$ cat src/rtl/mem_access_ctrl.sv
// Byte-serial memory access controller: arbitrates IF fetches and MEM loads/stores onto a
// byte-wide synchronous RAM. Define MAC_ALIGN_CHECK_EN to reject misaligned MEM accesses.
module mem_access_ctrl (
  input  logic        clk,
  input  logic        rst,
  input  logic        if_req,
  input  logic [31:0] if_addr,
  output logic [31:0] if_inst,
  output logic        if_done,
  input  logic        mem_rd,
  input  logic        mem_wr,
  input  logic [31:0] mem_addr,
  input  logic [31:0] mem_wdata,
  input  logic [1:0]  mem_width,
  input  logic        mem_signed,
  output logic [31:0] mem_rdata,
  output logic        mem_done,
  output logic        mem_err,
  output logic [31:0] ram_addr,
  output logic        ram_wr,
  output logic [7:0]  ram_din,
  input  logic [7:0]  ram_dout,
  output logic        if_stall_req,
  output logic        mem_stall_req
);

`ifdef MAC_ALIGN_CHECK_EN
  localparam bit AlignCheck = 1'b1;
`else
  localparam bit AlignCheck = 1'b0;
`endif

  typedef enum logic [1:0] {StIdle, StBusy, StDone} state_e;

  state_e      state_q, state_d;
  logic [2:0]  cnt_q, cnt_d;
  logic [2:0]  nbytes_q, nbytes_d;
  logic [31:0] base_q, base_d;
  logic [31:0] wdata_q, wdata_d;
  logic [31:0] buf_q, buf_d;
  logic [31:0] if_inst_q, if_inst_d;
  logic [31:0] mem_rdata_q, mem_rdata_d;
  logic [1:0]  width_q, width_d;
  logic        is_mem_q, is_mem_d;
  logic        is_wr_q, is_wr_d;
  logic        signed_q, signed_d;
  logic        err_q, err_d;

  logic        mem_req;
  logic        misaligned;
  logic [2:0]  last_cnt;
  logic [1:0]  rd_idx;

  function automatic logic [2:0] width_bytes(input logic [1:0] w);
    unique case (w)
      2'd0:    return 3'd1;
      2'd1:    return 3'd2;
      default: return 3'd4;
    endcase
  endfunction

  function automatic logic [31:0] extend(input logic [31:0] b, input logic [1:0] w,
                                         input logic s);
    unique case (w)
      2'd0:    return s ? {{24{b[7]}}, b[7:0]} : {24'd0, b[7:0]};
      2'd1:    return s ? {{16{b[15]}}, b[15:0]} : {16'd0, b[15:0]};
      default: return b;
    endcase
  endfunction

  assign mem_req    = mem_rd | mem_wr;
  assign misaligned = AlignCheck &&
                      (((mem_width == 2'd1) && mem_addr[0]) ||
                       (mem_width[1] && (mem_addr[1:0] != 2'd0)));
  // Reads need one extra cycle to capture the last byte behind the RAM latency.
  assign last_cnt   = is_wr_q ? (nbytes_q - 3'd1) : nbytes_q;
  assign rd_idx     = 2'(cnt_q - 3'd1);

  always_comb begin
    state_d     = state_q;
    cnt_d       = cnt_q;
    nbytes_d    = nbytes_q;
    base_d      = base_q;
    wdata_d     = wdata_q;
    buf_d       = buf_q;
    if_inst_d   = if_inst_q;
    mem_rdata_d = mem_rdata_q;
    width_d     = width_q;
    is_mem_d    = is_mem_q;
    is_wr_d     = is_wr_q;
    signed_d    = signed_q;
    err_d       = err_q;
    ram_addr    = 32'd0;
    ram_wr      = 1'b0;
    ram_din     = 8'd0;

    unique case (state_q)
      StIdle: begin
        if (mem_req) begin
          base_d   = mem_addr;
          wdata_d  = mem_wdata;
          width_d  = mem_width;
          signed_d = mem_signed;
          nbytes_d = width_bytes(mem_width);
          is_mem_d = 1'b1;
          is_wr_d  = mem_wr;
          cnt_d    = 3'd0;
          buf_d    = 32'd0;
          err_d    = misaligned;
          state_d  = misaligned ? StDone : StBusy;
        end else if (if_req) begin
          base_d   = if_addr;
          nbytes_d = 3'd4;
          is_mem_d = 1'b0;
          is_wr_d  = 1'b0;
          cnt_d    = 3'd0;
          buf_d    = 32'd0;
          err_d    = 1'b0;
          state_d  = StBusy;
        end
      end
      StBusy: begin
        if (cnt_q < nbytes_q) begin
          ram_addr = base_q + 32'(cnt_q);
          ram_wr   = is_wr_q;
          if (is_wr_q) ram_din = wdata_q[8*cnt_q[1:0] +: 8];
        end
        if (!is_wr_q && (cnt_q != 3'd0)) buf_d[8*rd_idx +: 8] = ram_dout;
        if (cnt_q == last_cnt) begin
          state_d = StDone;
          cnt_d   = 3'd0;
          if (!is_wr_q) begin
            if (is_mem_q) mem_rdata_d = extend(buf_d, width_q, signed_q);
            else          if_inst_d   = buf_d;
          end
        end else begin
          cnt_d = cnt_q + 3'd1;
        end
      end
      StDone:  state_d = StIdle;
      default: state_d = StIdle;
    endcase
  end

  always_ff @(posedge clk) begin
    if (rst) begin
      state_q     <= StIdle;
      cnt_q       <= 3'd0;
      nbytes_q    <= 3'd0;
      base_q      <= 32'd0;
      wdata_q     <= 32'd0;
      buf_q       <= 32'd0;
      if_inst_q   <= 32'd0;
      mem_rdata_q <= 32'd0;
      width_q     <= 2'd0;
      is_mem_q    <= 1'b0;
      is_wr_q     <= 1'b0;
      signed_q    <= 1'b0;
      err_q       <= 1'b0;
    end else begin
      state_q     <= state_d;
      cnt_q       <= cnt_d;
      nbytes_q    <= nbytes_d;
      base_q      <= base_d;
      wdata_q     <= wdata_d;
      buf_q       <= buf_d;
      if_inst_q   <= if_inst_d;
      mem_rdata_q <= mem_rdata_d;
      width_q     <= width_d;
      is_mem_q    <= is_mem_d;
      is_wr_q     <= is_wr_d;
      signed_q    <= signed_d;
      err_q       <= err_d;
    end
  end

  assign if_inst       = if_inst_q;
  assign mem_rdata     = mem_rdata_q;
  assign if_done       = (state_q == StDone) && !is_mem_q;
  assign mem_done      = (state_q == StDone) && is_mem_q && !err_q;
  assign mem_err       = (state_q == StDone) && is_mem_q && err_q;
  assign if_stall_req  = if_req & ~if_done;
  assign mem_stall_req = mem_req & ~mem_done & ~mem_err;

endmodule

$ cat config.mk
export PLATFORM = sky130hd
export DESIGN_NAME = mem_access_ctrl
export DESIGN_NICKNAME = d
export VERILOG_FILES = /design/src/rtl/mem_access_ctrl.sv
export SDC_FILE = /design/constraint.sdc
export NUM_CORES = 1
export LEC_CHECK = 0
export ABC_AREA = 1
export BUFFER_PORTS_ARGS = -buffer_cell sky130_fd_sc_hd__buf_2
export CORE_UTILIZATION = 25
export CTS_BUF_LIST = sky130_fd_sc_hd__clkbuf_8
export DETAILED_ROUTE_END_ITERATION = 7
export GPL_TIMING_DRIVEN = 0
export PLACE_DENSITY = 0.57
export REMOVE_ABC_BUFFERS = 1
export SYNTH_ARGS = -nofsm -noshare
export SYNTH_HDL_FRONTEND = slang
export SYNTH_SLANG_ARGS = --single-unit
$ cat constraint.sdc
create_clock -name clk -period 3.2 [get_ports clk]
set_input_delay 0.96 -clock clk [delete_from_list [all_inputs] [get_ports clk]]
set_output_delay 0.96 -clock clk [all_outputs]
set_load 0.01 [all_outputs]
# After elaboration in Yosys (flattened, before gate mapping)
# Index checks and enable logic that the tools add are counted.
[op_classes] n_addsub=5 order_cmp=1 eq_ne=7 shifts=3 muxes=33 bitwise_logic=9 reduce_logical=20
[ops] operator="32-bit two-way mux" n=9
[ops] operator="32-bit case mux with 2 select lines" n=2
[ops] operator="5-bit negation with 34-bit output" n=1
[ops] operator="8-bit by 34-bit variable shift with 32-bit output (first input constant)" n=1
[ops] operator="8-bit by 34-bit variable part select with 32-bit output" n=1
[ops] operator="32-bit by 3-bit adder with 32-bit output" n=1
[ops] operator="32-bit bitwise mux" n=1
[ops] operator="32-bit by 6-bit variable part select with 8-bit output" n=1
[ops] operator="8-bit two-way mux" n=3
[ops] operator="3-bit two-way mux" n=6
[ops] operator="3-bit case mux with 2 select lines" n=2
[ops] operator="2-bit AND reduction" n=4
[ops] operator="4-bit AND reduction" n=2
[ops] operator="2-bit by 1-bit == test with 1-bit output (second input constant)" n=3
[ops] operator="2-bit zero test" n=3
[ops] operator="1-bit two-way mux" n=6
[ops] operator="2-bit two-way mux" n=3
[ops] operator="1-bit logical AND" n=5
[ops] operator="1-bit inverter" n=5
[ops] operator="2-bit case mux with 2 select lines" n=1
[ops] operator="2-bit nonzero test" n=2
[ops] operator="3-bit by 1-bit adder with 3-bit output (second input constant)" n=1
[ops] operator="1-bit bitwise AND" n=3
[ops] operator="3-bit == test" n=1
[ops] operator="other kinds (9)" n=11
[totals] reg_bits=174 in_bits=112 out_inout_bits=110 wordCells=91

# Depth between registers and ports, before layout
[depth] depth_word=7 depth_mapped=13 ltp_nobuf=12

# Worst setup path before layout
# No wires, ideal clock.
[synth_path] kind="register -> output" start="register cnt_q[1]" end="output port ram_addr[20]" arrival_ps=2233 t_required_ps=2240 setup_slack_ps=7 path_stages_with_launch=11 path_buffers=1 path_cell_list="dfxtp_1 inv_1 clkbuf_1 fa_1 o21ai_1 nand2_1 nor2_1 nand2_1 nor2_1 a21oi_1 nor2_1"
[synth_between] elab_chain_cells=3 elab_cells_between_ends=4 classes_between="1 x add/sub; 1 x order compare; 2 x mux"
[synth_lines] element="start, declared" line="36" source="logic [2:0] cnt_q, cnt_d;"
[synth_lines] element="start signal, assigned" line="162" source="cnt_q <= cnt_d;"
[synth_lines] element="32-bit by 3-bit adder with 32-bit output / 3-bit less-than comparator (equally long branches)" line="124, 123"
[synth_lines] element="32-bit two-way mux *" line="123" source="if (cnt_q < nbytes_q) begin"
[synth_lines] element="32-bit two-way mux *" line="97" source="unique case (state_q)"
[synth_lines] element="end, declared" line="19" source="output logic [31:0] ram_addr,"
# Every way passes the cells marked *; elsewhere a longest branch is shown, timed or not.

# Worst setup path after layout
[layout_path] start="register cnt_q[1]" end="output port ram_addr[14]"
# The elaborated chain is that of the path after synthesis.

==> impl_summary.txt <==
----------------------------------------------------
[Floorplan]
  Initial Utilization ... between 20% and 30%
  Vertical extent of the die ... 198.6 um
  Number of rows created at floorplan ... 71
  Boundary Pins ... 222
  Area of the core ... 37,840 sq um
  Total Die Area ... slightly below 40,000 sq um
  Die Width ... 198.6 um

[Global routing]
  Wire length of the first global-routing pass ... roughly 50,000 um
  Overflow left after global routing ... 0
  Via count of the first global-routing pass ... 9,819
  Pin count of the biggest net entering global routing ... 70
  Global router's overall resource usage ... 16.77%
  Number of antenna violations at the first check in global routing ... 3

[Synth]
  Top cells by area, synth ... dfxtp_1 (36%), nand2_1 (15%), nor2_1 (13%)
  Count of flip-flops with a built-in enable after synthesis ... 0
  Post-synth top area share ... 35.86%
  Share of cell area taken by muxes after synthesis ... 0%
  Share of the synthesized netlist area taken by xor and xnor gates ... 0.7255%
  Unique cell type count in the Yosys netlist ... 34
  Simple logic cell fraction of the synthesized area ... between 30% and 40%
  Fraction of the mapped netlist area in compound gates ... between 10 and 15%
  Mapped Cells ... 1,618
  Proportion of synthesized chip area in sequential cells ... between 30% and 40%
  Number of synthesis warnings ... 0
  Seq cells post-synth ... 173
  Predominant post-synthesis flop cell ... dfxtp_1
  Post-synthesis instance area ... around 9700 sq um
  Library cell with the largest summed area after synthesis ... dfxtp_1
  Main combinational cell family by area after synthesis ... simple AND/OR/NAND/NOR gates
  Synthesized area per cell ... about 6 sq um
  Arithmetic-cell share of the synthesized area counting full adders, half adders and majority gates ... 1.632%
  Ys async rst share ... 0%

[Clock tree]
  Maximum level of the CTS H-tree ... 4
  TritonCTS clock tree ... built
  Clk Tree Root Cell ... clkbuf_8
  CTS Buf Count ... 17
  Number of clock sinks ... 173
  Maximum number of buffers from clock root to sink ... 2
  Total of hold buffers inserted after clock tree synthesis ... 0
  Clk_lat worst skew ... ~0.5 ns
  Clock transition at the registers of the reported paths ... 0.11 ns

[Critical path]
  Type of the worst setup path ... reg -> out
  Endpoint class of the critical path ... output port
  Worst Reg2Reg Path Length in Cells ... 10
  Critical Path RT ... 2.24 ns
  Setup crit start kind ... register
  Arrival time reported for the critical path endpoint ... 2.61 ns
  CP max FO ... 3

[STA]
  Setup Skew ... 0.01819 ns
  Final Hold Violating Endpoints ... 0
  Worst-Margin Slew ... approximately 1.0 ns
  Final count of pins violating max slew ... 0
  Total negative slack ... -6.243 ns
  Relative slew margins ... 30.35%
  Max Clk Rate ... 279.9 MHz
  RSZ-0062 raised after global routing ... true
  Time the worst path needs with I/O delays and setup ... about 3.6 ns
  Ratio of final minimum period to clock period ... 111.7%
  Worst Setup Slack, final ... -0.3732 ns
  Number of failing setup endpoints in the final timing report ... 35

[Routing]
  Total detailed-routing wirelength ... ~33,000 um
  Wire per inst ... roughly 14 um
  Iteration-0 DRC Markers ... 581
  Post-route ant nets ... 0
  Detailed-routing iteration count for the pre-antenna-repair pass ... 6
  Drc violations ... 0
  Overall via count from detail_route ... around 10k
  Detailed-route vias per instance ... ~4.4

[Final layout]
  Number of nets in the final layout ... about 1.9k
  Final instance area ... 12,380 sq um
  Area Overhead vs Synth ... 28.16%
  Share of final-layout standard cells stronger than drive strength 1 ... between 20% and 30%
  Layout Utilization ... 32.71%

[Placement]
  Post-detailed-placement half-perimeter wirelength ... 21,440 um
  Cell area after placement ... ~11,000 sq um
  Routability-driven placement congestion ratio ... a little over 0.8
  Count of buffers from port buffering ... 220
  Place WS ... -2.109 ns

[Power]
  Total power per unit cell area ... a little under 500 nW/um^2
  Final Power ... roughly 6 mW
  Leak pwr ... approximately 6 nW
  Maximum vdd drop ... 0.3210 mV

[Worst hold path]
  Number of stages on the worst hold path ... 2
  Worst hold path type ... reg -> reg

[Run status]
  Failing checks ... negative setup slack
  Result of the run ... finished with violations

[Flow run]
  Max Cap Viol ... 0

----------------------------------------------------
state kept, by name, indices dropped and copies added, names as in the netlist:
signal     flops
wdata_q       32
is_mem_q       1
state_q        2
cnt_q          3
is_wr_q        1
mem_rdata     32
width_q        2
if_inst       32
base_q        32
buf_q         32
nbytes_q       3
signed_q       1
critical path, stage by stage, from the launching register on:
cell and delay, ns:
dfxtp_4 0.40, clkinvlp_4 0.19, fa_2 0.46, o21ai_4 0.21, nand3_4 0.13, buf_6 0.15, nor2_4 0.14, xnor2_1 0.10
nor3_2 0.15, buf_2 0.17
path summary, 6_finish.rpt:
| check | end | startpoint | slack, ns |
|---|---|---|---|
| worst max-delay path | ram_addr[14] | cnt_q[1] | -0.37 |
| worst min-delay path | buf_q[31] | buf_q[31] | 0.47 |
| worst max register to register | if_inst[26] | is_wr_q | 0.37 |
| worst min register to register | buf_q[31] | buf_q[31] | 0.47 |
synthesized netlist by cell type (6+ instances only):
cell	number
inv_1	235
ha_1	11
dfxtp_1	173
buf_2	25
buf_1	10
clkbuf_1	48
nand3_1	63
a21oi_1	126
nand2_1	388
xor2_1	6
nand4_1	44
o21ai_0	114
nor3_1	11
nor2_1	335
layout by cell type (no fill, tap or decap), types with 4 or more instances in the layout:
cell        instances
a21oi_1           114
a21oi_2            12
buf_2             220
buf_4              22
buf_6               9
buf_8               4
clkbuf_8           17
clkinvlp_4          4
dfxtp_1           170
ha_1                7
inv_1             230
inv_6               4
nand2_1           373
nand2_2             8
nand2_4             6
nand3_1            59
nand4_1            44
nor2_1            318
nor2_2             10
nor2_4             13
nor3_1              6
nor3_2              5
o21ai_0           110
xor2_1              5
layer usage:
layer | vias to the layer above | global-route usage [%] | routed length, um
met1 | 4673 | 20.71 | 14950
met2 | 287 | 28.93 | 15410
li1 | 5384 | - | -
met4 | 4 | 5.499 | 752
met3 | 48 | 3.408 | 1745
met5 | - | 0 | 30
where the power goes:
group / switching (mW) / internal, mW / leakage [nW]
clock network: 0.959 / 0.800 / 0.218
registers: 0.192 / 2.37 / 1.42
logic: 1.20 / 0.596 / 4.39
total: 2.35 / 3.76 / 6.02
stage by stage:
stage / cells / hold WS [ns]
2_1_floorplan: 1533 / 0.4349
3_3_place_gp: 2264 / 0.4475
3_5_place_dp: 2270 / 0.4520
4_1_cts: 2334 / 0.4681
5_1_grt: 2338 / 0.4821
6_report: 2340 / 0.4677
area by class of cell:
| cell class | count | area, sq um |
|---|---|---|
| Inverter | 239 | 917.1 |
| Timing Repair inverter | 1 | 7.507 |
| Tap cell | 511 | 639.4 |
| Sequential cell | 173 | 3475 |
| Antenna cell | 2 | 5.005 |
| Multi-Input combinational cell | 1123 | 5375 |
| Clock inverter | 15 | 202.7 |
| Fill cell | 4264 | 25470 |
| Timing Repair Buffer | 259 | 1523 |
| Clock buffer | 17 | 234.0 |
timing repair:
item	in CTS	in global routing
gates cloned	2	1
gates resized for setup	99	24
setup endpoints to repair	214	98
buffers inserted	30	6
pin swaps	21	26
logic make-up (layout without fill, tap and decap cells):
group,Yosys count,in the layout
simple gates,855,857
buf+inv,324,531
compound gates,245,245
flops,173,173
fa+ha+maj,12,12
xor+xnor,8,8
other cells,1,3
Power figures use the tool's default switching activity.
